===== config.mk =====
export PLATFORM = sky130hd
export DESIGN_NAME = slip_unescaper
export DESIGN_NICKNAME = d
export VERILOG_FILES = /design/src/rtl/slip_pkg.sv /design/src/rtl/stream_pipe_reg.sv /design/src/rtl/slip_unescaper.sv
export SDC_FILE = /design/constraint.sdc
export NUM_CORES = 1
export LEC_CHECK = 0
export BUFFER_PORTS_ARGS = -buffer_cell sky130_fd_sc_hd__buf_2
export CORE_MARGIN = 2
export CORE_UTILIZATION = 45
export DETAILED_ROUTE_END_ITERATION = 7
export MAX_ROUTING_LAYER = met4
export PLACE_DENSITY_LB_ADDON = 0.15
export SYNTH_ARGS = -nofsm -noshare
export SYNTH_HDL_FRONTEND = slang
export SYNTH_SLANG_ARGS = --single-unit
export TNS_END_PERCENT = 1

===== constraint.sdc =====
create_clock -name clk -period 1.6 [get_ports clk]
set_clock_uncertainty 0.05 [all_clocks]
set_input_delay 0.08 -clock clk [delete_from_list [all_inputs] [get_ports clk]]
set_output_delay 0.08 -clock clk [all_outputs]
set_load 0.005 [all_outputs]

===== src/rtl/slip_pkg.sv =====
// Shared SLIP symbol constants and receive-side decoder state encoding.
package slip_pkg;

  localparam int unsigned SLIP_SYMBOL_WIDTH = 8;

  localparam logic [7:0] SLIP_MARK     = 8'hC0;
  localparam logic [7:0] SLIP_ESC      = 8'hDB;
  localparam logic [7:0] SLIP_ESC_MARK = 8'hDC;
  localparam logic [7:0] SLIP_ESC_ESC  = 8'hDD;

  typedef enum logic {
    ST_NORMAL  = 1'b0,
    ST_ESCAPED = 1'b1
  } slip_state_e;

endpackage


===== src/rtl/stream_pipe_reg.sv =====
// Generic one-entry valid/ready register stage; accepts a new word in the same
// cycle the held word is taken, so it sustains one transfer per clock.
module stream_pipe_reg #(
  parameter int unsigned WIDTH = 9
) (
  input  logic             clk,
  input  logic             rst,
  input  logic [WIDTH-1:0] in_data,
  input  logic             in_valid,
  output logic             in_ready,
  output logic [WIDTH-1:0] out_data,
  output logic             out_valid,
  input  logic             out_ready
);

  logic             valid_q, valid_d;
  logic [WIDTH-1:0] data_q, data_d;

  assign in_ready  = !valid_q || out_ready;
  assign out_data  = data_q;
  assign out_valid = valid_q;

  always_comb begin
    valid_d = valid_q;
    data_d  = data_q;
    if (in_valid && in_ready) begin
      valid_d = 1'b1;
      data_d  = in_data;
    end else if (out_ready) begin
      valid_d = 1'b0;
    end
  end

  always_ff @(posedge clk) begin
    if (rst) begin
      valid_q <= 1'b0;
      data_q  <= '0;
    end else begin
      valid_q <= valid_d;
      data_q  <= data_d;
    end
  end

endmodule


===== src/rtl/slip_unescaper.sv =====
// SLIP receive-side unescaper: decodes ESC pairs, flags markers, pulses o_err.
// Optional saturating error counter under `SLIP_UNESCAPER_ERR_COUNT_EN.
module slip_unescaper
  import slip_pkg::*;
#(
  parameter int unsigned             SYMBOL_WIDTH    = SLIP_SYMBOL_WIDTH,
  parameter logic [SYMBOL_WIDTH-1:0] SYMBOL_MARK     = SLIP_MARK,
  parameter logic [SYMBOL_WIDTH-1:0] SYMBOL_ESC      = SLIP_ESC,
  parameter logic [SYMBOL_WIDTH-1:0] SYMBOL_ESC_MARK = SLIP_ESC_MARK,
  parameter logic [SYMBOL_WIDTH-1:0] SYMBOL_ESC_ESC  = SLIP_ESC_ESC
) (
  input  logic                    clk,
  input  logic                    rst,
  input  logic [SYMBOL_WIDTH-1:0] i_data,
  input  logic                    i_valid,
  output logic                    o_ready,
  output logic [SYMBOL_WIDTH-1:0] o_data,
  output logic                    o_mark,
  output logic                    o_valid,
  input  logic                    i_ready,
  output logic                    o_err
`ifdef SLIP_UNESCAPER_ERR_COUNT_EN
  ,
  output logic [15:0]             o_err_count
`endif
);

  slip_state_e             state_q, state_d;
  logic                    err_q, err_d;
  logic                    accept;
  logic                    in_ready;
  logic                    emit;
  logic                    emit_mark;
  logic [SYMBOL_WIDTH-1:0] emit_data;
  logic [SYMBOL_WIDTH:0]   pipe_data;

  assign o_ready = in_ready;
  assign accept  = i_valid && in_ready;
  assign o_err   = err_q;

  always_comb begin
    state_d   = state_q;
    err_d     = 1'b0;
    emit      = 1'b0;
    emit_mark = 1'b0;
    emit_data = i_data;
    if (accept) begin
      unique case (state_q)
        ST_NORMAL: begin
          if (i_data == SYMBOL_ESC) begin
            state_d = ST_ESCAPED;
          end else begin
            emit      = 1'b1;
            emit_mark = (i_data == SYMBOL_MARK);
          end
        end
        ST_ESCAPED: begin
          state_d = ST_NORMAL;
          if (i_data == SYMBOL_ESC_MARK) begin
            emit      = 1'b1;
            emit_data = SYMBOL_MARK;
          end else if (i_data == SYMBOL_ESC_ESC) begin
            emit      = 1'b1;
            emit_data = SYMBOL_ESC;
          end else if (i_data == SYMBOL_MARK) begin
            // Pass the marker through so the receiver can resynchronise on it.
            err_d     = 1'b1;
            emit      = 1'b1;
            emit_mark = 1'b1;
          end else if (i_data == SYMBOL_ESC) begin
            err_d   = 1'b1;
            state_d = ST_ESCAPED;
          end else begin
            err_d = 1'b1;
          end
        end
        default: state_d = ST_NORMAL;
      endcase
    end
  end

`ifdef SLIP_UNESCAPER_ERR_COUNT_EN
  logic [15:0] err_count_q, err_count_d;

  assign o_err_count = err_count_q;

  always_comb begin
    err_count_d = err_count_q;
    if (err_q && (err_count_q != '1)) begin
      err_count_d = err_count_q + 16'd1;
    end
  end
`endif

  always_ff @(posedge clk) begin
    if (rst) begin
      state_q <= ST_NORMAL;
      err_q   <= 1'b0;
`ifdef SLIP_UNESCAPER_ERR_COUNT_EN
      err_count_q <= '0;
`endif
    end else begin
      state_q <= state_d;
      err_q   <= err_d;
`ifdef SLIP_UNESCAPER_ERR_COUNT_EN
      err_count_q <= err_count_d;
`endif
    end
  end

  stream_pipe_reg #(
    .WIDTH(SYMBOL_WIDTH + 1)
  ) u_pipe (
    .clk      (clk),
    .rst      (rst),
    .in_data  ({emit_mark, emit_data}),
    .in_valid (emit),
    .in_ready (in_ready),
    .out_data (pipe_data),
    .out_valid(o_valid),
    .out_ready(i_ready)
  );

  assign {o_mark, o_data} = pipe_data;

endmodule


# Yosys cells after proc, flatten, opt, wreduce, memory -nomap -nowiden
# Index checks and enable logic that the tools add are counted.
[op_classes] bitwise_logic=2 n_reduce_logical=6 n_eq_ne=4 muxes=23
[ops] operator="equality test 8 bit, second input constant" count=4
[ops] operator="2-to-1 mux 8 bit" count=4
[ops] operator="2-to-1 mux 1 bit" count=16
[ops] operator="case mux 1 bit (2 select lines)" count=3
[ops] operator="OR reduction 4 bit" count=1
[ops] operator="logical AND 1 bit" count=2
[ops] operator="NOT 1 bit" count=2
[ops] operator="nonzero test 2 bit" count=1
[ops] operator="logical NOT 1 bit" count=1
[ops] operator="logical OR 1 bit" count=1
[word_totals] elab_cells=39 reg_bits=12 inputBits=12 out_inout_bits=12

# Logic depth before layout (Yosys ltp)
# Gate-level depths: netlist of the first run.
[depth] depth_word=8 mapped_depth=5 depth_no_buf=4

# Cells and area by module
# Synthesis of the first run repeated with hierarchy kept, for this count alone.
[hier_totals] cells_unflattened=74 area_unflattened_um2=670.6
[by_module_without_submodules] mod="stream_pipe_reg" seq_area_each_um2=200.2 area_each_um2=470.5 cells_each=45 n_inst=1
[by_module_without_submodules] mod="slip_unescaper" seq_area_each_um2=40.0 area_each_um2=200.2 cells_each=29 n_inst=1

# Worst setup path before layout of the first run
# OpenSTA, ideal clock, no wires.
[synth_path] kind="reg2reg" startpoint="register u_pipe.valid_q, in the netlist u_pipe.out_valid" endpoint="register u_pipe.data_q[1], in the netlist u_pipe.out_data[1]" n_path_buf=1 period_less_slack_ps=1338 setup_ps=120 arrival_ps=1168 path_stages_with_launch=6 t_required_ps=1430 slack_ps=262 path_cell_list="dfxtp_1 nand2b_1 buf_2 o2111a_1 nor2_1 o31a_1"
[synth_via] elab_chain_len=5 word_cells_on_any_way=6 classes_between="mux (2); reduce/logical (4)"
[synth_lines] element="from (decl)" line="stream_pipe_reg.sv:16" source="logic valid_q, valid_d;"
[synth_lines] element="from (signal assigned)" line="stream_pipe_reg.sv:39" source="valid_q <= valid_d;"
[synth_lines] element="logical NOT 1 bit (*)" line="stream_pipe_reg.sv:19" source="assign in_ready = !valid_q || out_ready;"
[synth_lines] element="logical OR 1 bit (*)" line="stream_pipe_reg.sv:19"
[synth_lines] element="via o_ready" line="slip_unescaper.sv:16" source="output logic o_ready,"
[synth_lines] element="logical AND 1 bit" line="slip_unescaper.sv:38" source="assign accept = i_valid && in_ready;"
[synth_lines] element="2-to-1 mux 1 bit" line="slip_unescaper.sv:47" source="if (accept) begin"
[synth_lines] element="logical AND 1 bit" line="stream_pipe_reg.sv:26" source="if (in_valid && in_ready) begin"
[synth_lines] element="to (signal assigned)" line="stream_pipe_reg.sv:40" source="data_q <= data_d;"
[synth_lines] element="to (decl)" line="stream_pipe_reg.sv:17" source="logic [WIDTH-1:0] data_q, data_d;"
# The timed path passes the listed nets; every way through them passes the cells marked *.
# A chain may end at the register's enable or synchronous reset.

# Worst setup path in the final report of the first run
[layout_path] startpoint="register u_pipe.valid_q, in the netlist u_pipe.out_valid" endpoint="register u_pipe.data_q[1], in the netlist u_pipe.out_data[1]"
[layout_via] elab_chain_len=5 word_cells_on_any_way=6 classes_between="mux (2); reduce/logical (4)"
[layout_lines] element="logical NOT 1 bit (*)" line="stream_pipe_reg.sv:19"
[layout_lines] element="logical OR 1 bit (*)" line="stream_pipe_reg.sv:19"
[layout_lines] element="logical AND 1 bit" line="slip_unescaper.sv:38"
[layout_lines] element="2-to-1 mux 1 bit" line="slip_unescaper.sv:47"
[layout_lines] element="logical AND 1 bit" line="stream_pipe_reg.sv:26"
# Every way passes the cells marked *; elsewhere a longest branch is shown, timed or not.

==> flow_summary_export.csv, run 1 <==
group,metric,value,unit
global_routing,grt_pass1_wl,2.02,mm
timing,tightest_slew,0.478,ns
place,gp_congestion,0.907,
floorplan,num_rows,13,
power_and_ir_drop,p_int,492,uW
power_and_ir_drop,switching_share,25.4,%
setup_path,r2r_setup_slack,0.12,ns
clocking,clock_sinks,12,
min_path,hold-path-cell-count,2,
yosys,yosysSeqAreaShare,40.9,%
layout,drive_gt1_share,37.5,%
setup_path,slowest_stage,"o2111a_1",
power_and_ir_drop,pwr-share-comb,13.9,%
timing,fin_setup_tns,0,ns
layout,antenna_cells,0,
floorplan,die_w,40.2,um
clocking,clk_pin_slew,0.08,ns
yosys,ys_types,25,
job,maxCapViolations,0,
power_and_ir_drop,power_density,879,nW/um^2
clocking,cts_hold_repair.buffers,0,
clocking,cts_tree,"built",
setup_path,critPathKind,"reg2reg",
min_path,hold_class,"in2reg",
route,routed_via_density,5.69,
setup_path,cp.arrival,1.61,ns
route,drtPass1Iterations,4,
yosys,syn_area_per_cell,9.33,um^2
timing,rsz0062_at_grt,"false",
route,finalWirelength,1.35,mm
power_and_ir_drop,power_switching,167,uW
yosys,syn_inst,63,
clocking,cts-htree-levels,1,
layout,final_area,749,um^2
global_routing,grt_max_degree,13,
clocking,cts_buffers,3,
global_routing,antenna_found_initial,0,
timing,holdWs,0.000918,ns
run_status,status,"complete, no violations",
clocking,cts_setup_buffers,0,
setup_path,required,1.73,ns
floorplan,dieHeight,40.2,um
power_and_ir_drop,p_seq_share,48.3,%
power_and_ir_drop,ir_worst_vdd,0.000430,V
yosys,synth_seq_cells,12,
floorplan,coreArea,1250,um^2
clocking,cts_buffer_depth,2,
setup_path,r2r_cells,4,
route,vias,586,
route,drt-initial-drc-count,19,
timing,setup_viol,0,
floorplan,ioPinCount,24,
setup_path,critPathTopFamily,"compound AO/OA/AOI/OAI gates",
yosys,yosysWarningCount,0,
timing,fin_crit,1.48,ns
floorplan,die-area,1610,um^2
yosys,synth_area,588,um^2
setup_path,regToRegStartpoint,"u_pipe.out_valid",
clocking,clock-root-buffer,"clkbuf_4",
timing,drv_slew,0,
layout,multi_input_area,328,um^2
setup_path,cp.buffers_inverters,0,
route,wire_per_inst,13.1,um
timing,finalCritPeriodShare,92.8,%
global_routing,gr-usage-all-layers,20.1,%
min_path,whs_endpoint,"u_pipe.out_data[1]",
timing,finalHoldViolCount,0,
route,drcViolationCount,0,
global_routing,grt_pass1_vias,492,
floorplan,start_util,47.0,%
yosys,synth_nets,75,
place,hpwl,944,um
timing,fmax,674,MHz
clocking,cts-resized-gates,0,
setup_path,worstPathMaxFanout,9,
place,post_dp_cell_area,713,um^2
min_path,min_from,"i_data[1]",
setup_path,slowest_delay,0.38,ns
global_routing,overflow,0,
setup_path,cp-start-kind,"flop",
layout,nets,101,
setup_path,end_kind,"flop",
layout,regArea,240,um^2
route,postRouteAntennaNets,0,
setup_path,worst_r2r_endpoint,"u_pipe.out_data[1]",
setup_path,path_cells,"nand2b_1, o2111a_1, nor2_1, o31a_1",
power_and_ir_drop,p_leak,0.334,nW
clocking,worstSkewPairLatency,0.28,ns
timing,relSlewSlack,68.1,%
layout,area_growth,27.4,%
layout,fillCellCount,129,
place,numPortBuffers,23,
power_and_ir_drop,clock_power_share,37.8,%
power_and_ir_drop,p_total,659,uW
-- layer usage --
| metal | wire length, um | global-route usage [%] | vias up | share of wire, % |
|---|---|---|---|---|
| li1 | - | - | 301 | - |
| met1 | 630 | 24.2 | 258 | 47 |
| met2 | 575 | 30.6 | 22 | 42 |
| met3 | 110 | 3.33 | 5 | 8.1 |
| met4 | 37 | 12.9 | 0 | 2.7 |
| met5 | 0 | - | - | 0 |
-- flip-flops by register name, indices dropped and copies added, names as in the netlist --
signal and cells:
u_pipe.out_data 9, state_q 1, o_err 1, u_pipe.out_valid 1
-- cells in the mapped netlist --
cell       instances  area [um^2]
dfxtp_1           12          240
a21oi_1            9         45.0
nand3_1            8         40.0
nor2_1             4         15.0
o21ai_0            4         20.0
inv_1              3         11.3
nand4_1            2         12.5
nand4b_1           2         17.5
o2111ai_2          2         30.0
o221ai_1           2         17.5
a2111oi_0          1         8.76
a31oi_1            1         6.26
and2_1             1         6.26
and3_2             1         7.51
and4bb_2           1         12.5
buf_2              1         5.00
clkbuf_1           1         3.75
mux2i_1            1         10.0
nand2_1            1         3.75
nand2b_1           1         6.26
nor4_4             1         21.3
o2111a_1           1         11.3
o2111a_4           1         20.0
o211ai_1           1         7.51
o31a_1             1         8.76
-- power groups by stage --
stage                     sequential (mW)  combinational [mW]  clock (mW)
after detailed placement            0.326              0.0910           0
after floorplan                     0.328              0.0451           0
final                               0.319              0.0916       0.249
after CTS                           0.319              0.0925       0.249
after global placement              0.325              0.0910           0
after global routing                0.320               0.101       0.260
-- worst max path at each step --
stage                               endpoint  cells after the start             start
after floorplan           u_pipe.out_data[1]                      5  u_pipe.out_valid
after global placement    u_pipe.out_data[1]                      4  u_pipe.out_valid
after detailed placement  u_pipe.out_data[1]                      4  u_pipe.out_valid
after CTS                 u_pipe.out_data[1]                      4  u_pipe.out_valid
after global routing      u_pipe.out_data[1]                      4  u_pipe.out_valid
final                     u_pipe.out_data[1]                      4  u_pipe.out_valid
-- layout by cell type, fill, tap and decap left out, drive strengths merged --
cell     instances
o2111ai          2
nand2            1
clkbuf           4
and2             1
nand3            8
and4bb           1
mux2i            1
nand2b           1
and3             1
inv              3
nor4             1
nand4b           2
a2111oi          1
o221ai           2
o21ai            4
a31oi            1
nor2             4
o2111a           2
nand4            2
dfxtp           12
o31a             1
a21oi            9
buf             23
o211ai           1
-- kinds of logic after synthesis --
group | Yosys count | synth area share (%)
AOI/OAI and AO/OA | 23 | 29.8
buffers and inverters | 5 | 3.40
DFF | 12 | 40.9
muxes | 1 | 1.70
and+or+nand+nor | 22 | 24.3
-- final cells by class --
class                      count  share of cell area (%)
inverter                       3                    1.50
tap                           15                    2.50
multi-input combinational     46                    43.7
sequential                    12                    32.1
timing repair buffer          23                    15.4
clock buffer                   4                    4.84
-- through the flow --
stage	cells	util, %	setup WS, ns
after floorplan	63	-	0.262
after detailed placement	99	56.9	0.136
final	103	59.8	0.116
after global routing	103	59.8	0.00806
after global placement	99	56.9	0.159
after CTS	103	59.8	0.118
Note: power is estimated with default switching activity, not from simulation.
==> inputs of run 2 (changes only) <==
--- a/config.mk
+++ b/config.mk
@@ -7,7 +7,7 @@
 export LEC_CHECK = 0
 export BUFFER_PORTS_ARGS = -buffer_cell sky130_fd_sc_hd__buf_2
 export CORE_MARGIN = 2
-export CORE_UTILIZATION = 45
+export CORE_UTILIZATION = 30
 export DETAILED_ROUTE_END_ITERATION = 7
 export MAX_ROUTING_LAYER = met4
 export PLACE_DENSITY_LB_ADDON = 0.15
==> constraint.sdc (replaced) <==
create_clock -name clk -period 1.6 [get_ports clk]
set_clock_uncertainty 0.05 [all_clocks]
set_input_delay 0.4 -clock clk [delete_from_list [all_inputs] [get_ports clk]]
set_output_delay 0.4 -clock clk [all_outputs]
set_load 0.005 [all_outputs]
==> flow_summary_export.csv, run 2 (same netlist as run 1, synthesis figures left out) <==
group,metric,value,unit
floorplan,dieHeight,48.3,um
route,drt-initial-drc-count,9,
global_routing,overflow,0,
global_routing,grt_pass1_wl,2.37,mm
place,numPortBuffers,23,
setup_path,cp.arrival,0.98,ns
timing,drv_slew,0,
route,drcViolationCount,0,
clocking,clock_sinks,12,
global_routing,grt_max_degree,13,
route,vias,641,
setup_path,slowest_delay,0.33,ns
global_routing,gr-usage-all-layers,15.8,%
route,route.met2.wl,811,um
layout,nets,114,
min_path,hold-path-cell-count,3,
power_and_ir_drop,p_total,612,uW
route,postRouteAntennaNets,0,
layout,final_common_cell,"buf_2",
timing,relSlewSlack,75.7,%
global_routing,grt_pass1_vias,537,
setup_path,slowest_stage,"dfxtp_1",
clocking,cts_buffer_depth,2,
timing,rsz0062_at_grt,"false",
setup_path,worst_r2r_endpoint,"u_pipe.out_data[1]",
global_routing,antenna_found_initial,0,
power_and_ir_drop,p_leak,0.387,nW
floorplan,start_util,30.9,%
setup_path,critPathKind,"reg2out",
clocking,cts-htree-levels,1,
layout,mostFrequentLayoutCells,"23 x buf_2, 13 x buf_4, 12 x dfxtp_1",
setup_path,cp.buffers_inverters,2,
layout,antenna_cells,0,
floorplan,die-area,2330,um^2
clocking,clock-root-buffer,"clkbuf_4",
timing,finalCritPeriodShare,89.6,%
timing,fmax,698,MHz
route,wire_per_inst,12.3,um
floorplan,die_w,48.3,um
setup_path,cp-start-kind,"flop",
floorplan,num_rows,16,
min_path,min_from,"i_data[6]",
setup_path,regToRegStartpoint,"u_pipe.out_valid",
route,finalWirelength,1.56,mm
setup_path,required,1.15,ns
min_path,hold_class,"in2reg",
timing,fin_crit,1.43,ns
clocking,cts_hold_repair.buffers,0,
layout,final_util,44.6,%
setup_path,critPathTopFamily,"flip-flops",
floorplan,coreArea,1900,um^2
run_status,status,"complete, no violations",
timing,finalHoldViolCount,0,
setup_path,r2r_setup_slack,0.31,ns
setup_path,end_kind,"output pin",
clocking,cts_setup_buffers,0,
layout,largest_reg_flops,9,
floorplan,ioPinCount,24,
power_and_ir_drop,power_density,722,nW/um^2
setup_path,r2r_cells,5,
place,hpwl,1.27,mm
clocking,cts_tree,"built",
timing,fin_setup_tns,0,ns
clocking,clk_pin_slew,0.07,ns
clocking,cts_buffers,3,
min_path,whs_endpoint,"u_pipe.out_data[6]",
setup_path,worstPathMaxFanout,4,
route,routed_via_density,5.05,
route,routed-wl-met3,80,um
timing,setup_viol,0,
route,drt-met1-wl,647,um
job,maxCapViolations,0,
place,gp_congestion,0.802,
setup_path,path_cells,"nand2b_1, buf_4, buf_2",
clocking,cts-resized-gates,0,
route,drtPass1Iterations,3,
route,top_layer,"met4",
clocking,worstSkewPairLatency,0.27,ns
layout,drive_gt1_share,45.0,%
layout,area_growth,44.3,%
timing,tightest_slew,0.356,ns
power_and_ir_drop,ir_worst_vdd,0.000483,V
[run 2: changes by cell type in the layout (fill, tap and decap cells not counted)]
cell and delta:
buf_4 +13, clkbuf_8 -1
[run 2: power by group]
group / total, mW / internal (mW) / switching, mW
Combinational: 0.109 / 0.0540 / 0.0553
Sequential: 0.319 / 0.313 / 0.00595
Clock: 0.184 / 0.0872 / 0.0971
Total: 0.612 / 0.454 / 0.158
[run 2: per-layer routing]
metal	global-route usage [%]	vias to the layer above
li1	-	325
met1	16.4	297
met2	26.8	14
met3	6.67	5
met4	4.86	0
met5	-	-
[run 2: metrics by stage]
| step | worst slack, ns | area [um^2] | hold WS [ns] | cells |
|---|---|---|---|---|
| after detailed placement | -0.0860 | 826 | 0.409 | 124 |
| after global routing | 0.0946 | 848 | 0.352 | 127 |
| after global placement | -0.0740 | 826 | 0.403 | 124 |
| after floorplan | 0.109 | 588 | 0.410 | 63 |
| final | 0.167 | 848 | 0.359 | 127 |
| after CTS | 0.151 | 848 | 0.353 | 127 |
[run 2: how the worst max path moves through the flow]
stage                          start                  to  slack (ns)  cells past startpoint
global route        u_pipe.out_valid             o_ready        0.09                      3
global placement           i_data[2]  u_pipe.out_data[1]       -0.07                      7
CTS                 u_pipe.out_valid             o_ready        0.15                      3
detailed placement         i_data[4]  u_pipe.out_data[1]       -0.09                      5
finish              u_pipe.out_valid             o_ready        0.17                      3
floorplan                  i_data[4]  u_pipe.out_data[1]        0.11                      4
[run 2: area by class of cell]
| class | count | area (um^2) |
|---|---|---|
| fillers | 209 | 1050 |
| multi-input cells | 46 | 328 |
| flip-flops and latches | 12 | 240 |
| repair buffers | 36 | 213 |
| well taps | 27 | 33.8 |
| clock buffers | 3 | 22.5 |
| inverters | 3 | 11.3 |
[run 2: worst register-to-register path, cell delays in order (launching register included)]
cell and delay, ns:
dfxtp_1 0.31, nand2b_1 0.12, buf_4 0.15, o2111a_4 0.23, nor2_1 0.06, o31a_1 0.27
==> inputs of run 3 (changes only) <==
--- a/config.mk
+++ b/config.mk
@@ -8,6 +8,7 @@
 export BUFFER_PORTS_ARGS = -buffer_cell sky130_fd_sc_hd__buf_2
 export CORE_MARGIN = 2
 export CORE_UTILIZATION = 30
+export CTS_BUF_LIST = sky130_fd_sc_hd__clkbuf_16
 export DETAILED_ROUTE_END_ITERATION = 7
 export MAX_ROUTING_LAYER = met4
 export PLACE_DENSITY_LB_ADDON = 0.15
==> flow_summary_export.csv, run 3 (same netlist as run 1, synthesis figures left out) <==
group,metric,value,unit
min_path,hold_class,"in2reg",
floorplan,die_w,48.3,um
timing,tightest_slew,0.345,ns
clocking,cts_setup_buffers,0,
clocking,clock-root-buffer,"clkbuf_16",
place,gp_congestion,0.802,
power_and_ir_drop,p_leak,0.410,nW
global_routing,grt_pass1_vias,545,
clocking,cts-resized-gates,0,
floorplan,ioPinCount,24,
route,finalWirelength,1.60,mm
setup_path,end_kind,"flop",
clocking,cts-htree-levels,1,
route,wire_per_inst,12.6,um
clocking,cts_hold_repair.buffers,0,
route,drt-initial-drc-count,4,
place,hpwl,1.27,mm
setup_path,cp.arrival,1.51,ns
timing,fin_crit,1.43,ns
power_and_ir_drop,ir_worst_vdd,0.000666,V
layout,final_common_cell,"buf_2",
route,postRouteAntennaNets,0,
job,maxCapViolations,0,
timing,rsz0062_at_grt,"false",
timing,holdWs,0.402,ns
setup_path,worstPathMaxFanout,6,
layout,mostFrequentLayoutCells,"23 x buf_2, 13 x buf_4, 12 x dfxtp_1",
setup_path,critPathKind,"in2reg",
floorplan,coreArea,1900,um^2
timing,drv_slew,0,
layout,antenna_cells,0,
layout,drive_gt1_share,45.0,%
global_routing,gr-usage-all-layers,15.7,%
floorplan,num_rows,16,
floorplan,start_util,30.9,%
place,post_dp_cell_area,826,um^2
timing,setup_viol,0,
setup_path,cp-start-kind,"input port",
power_and_ir_drop,power_density,974,nW/um^2
route,drcViolationCount,0,
clocking,cts_buffers,3,
clocking,clk_pin_slew,0.04,ns
timing,relSlewSlack,76.4,%
setup_path,required,1.68,ns
timing,finalHoldViolCount,0,
layout,area_growth,53.2,%
route,drtPass1Iterations,4,
floorplan,dieHeight,48.3,um
global_routing,grt_max_degree,13,
layout,final_area,901,um^2
clocking,clock_sinks,12,
floorplan,die-area,2330,um^2
global_routing,antenna_found_initial,0,
global_routing,overflow,0,
clocking,worstSkewPairLatency,0.24,ns
run_status,status,"complete, no violations",
route,vias,636,
timing,finalCritPeriodShare,89.6,%
layout,fillCellCount,204,
global_routing,grt_pass1_wl,2.37,mm
timing,fmax,698,MHz
route,routed_via_density,5.01,
clocking,cts_buffer_depth,2,
layout,largest_reg_flops,9,
clocking,cts_tree,"built",
layout,nets,114,
place,numPortBuffers,23,
==> run 3: final cells by class <==
| class | instances | area [um^2] | share of cell area, % |
|---|---|---|---|
| Sequential cell | 12 | 240 | 26.7 |
| Timing Repair Buffer | 36 | 213 | 23.6 |
| Multi-Input combinational cell | 46 | 328 | 36.4 |
| Tap cell | 27 | 33.8 | 3.75 |
| Inverter | 3 | 11.3 | 1.25 |
| Clock buffer | 3 | 75.1 | 8.33 |
==> run 3: path summary, 6_finish.rpt <==
kind / start / endpoint / slack, ns / cells past startpoint
hold reg to reg: u_pipe.out_data[3] / u_pipe.out_data[3] / 0.41 / 2
setup reg to reg: u_pipe.out_valid / u_pipe.out_data[7] / 0.28 / 6
setup / recovery: i_data[4] / u_pipe.out_data[1] / 0.17 / 5
hold / removal: i_data[6] / u_pipe.out_data[6] / 0.40 / 3
==> run 3: routing by layer <==
metal,GRT usage (%),routed length (um),vias to the layer above
li1,-,-,324
met1,16.7,666,297
met2,27.1,849,13
met3,5.56,71,2
met4,4.86,11,0
met5,-,0,-
==> run 3: worst max-delay path: stages <==
cell	delay [ns]
buf_2	0.13
nor4_4	0.35
o2111a_4	0.30
nor2_1	0.06
o31a_1	0.27
==> run 3: metrics by stage <==
stage	utilization [%]	power [mW]	std cells	worst slack, ns	TNS (ns)
after floorplan	-	0.373	63	0.109	0
after global placement	43.4	0.435	124	-0.0740	-0.332
after detailed placement	43.4	0.437	124	-0.0860	-0.437
after CTS	47.4	0.894	127	0.160	0
after global routing	47.4	0.919	127	0.0887	0
final	47.4	0.878	127	0.167	0
==> run 3: power by group <==
part           internal [mW]  switching (mW)  leakage [nW]
Combinational         0.0540          0.0560         0.275
Clock                  0.325           0.122        0.0370
Sequential             0.315         0.00602        0.0984
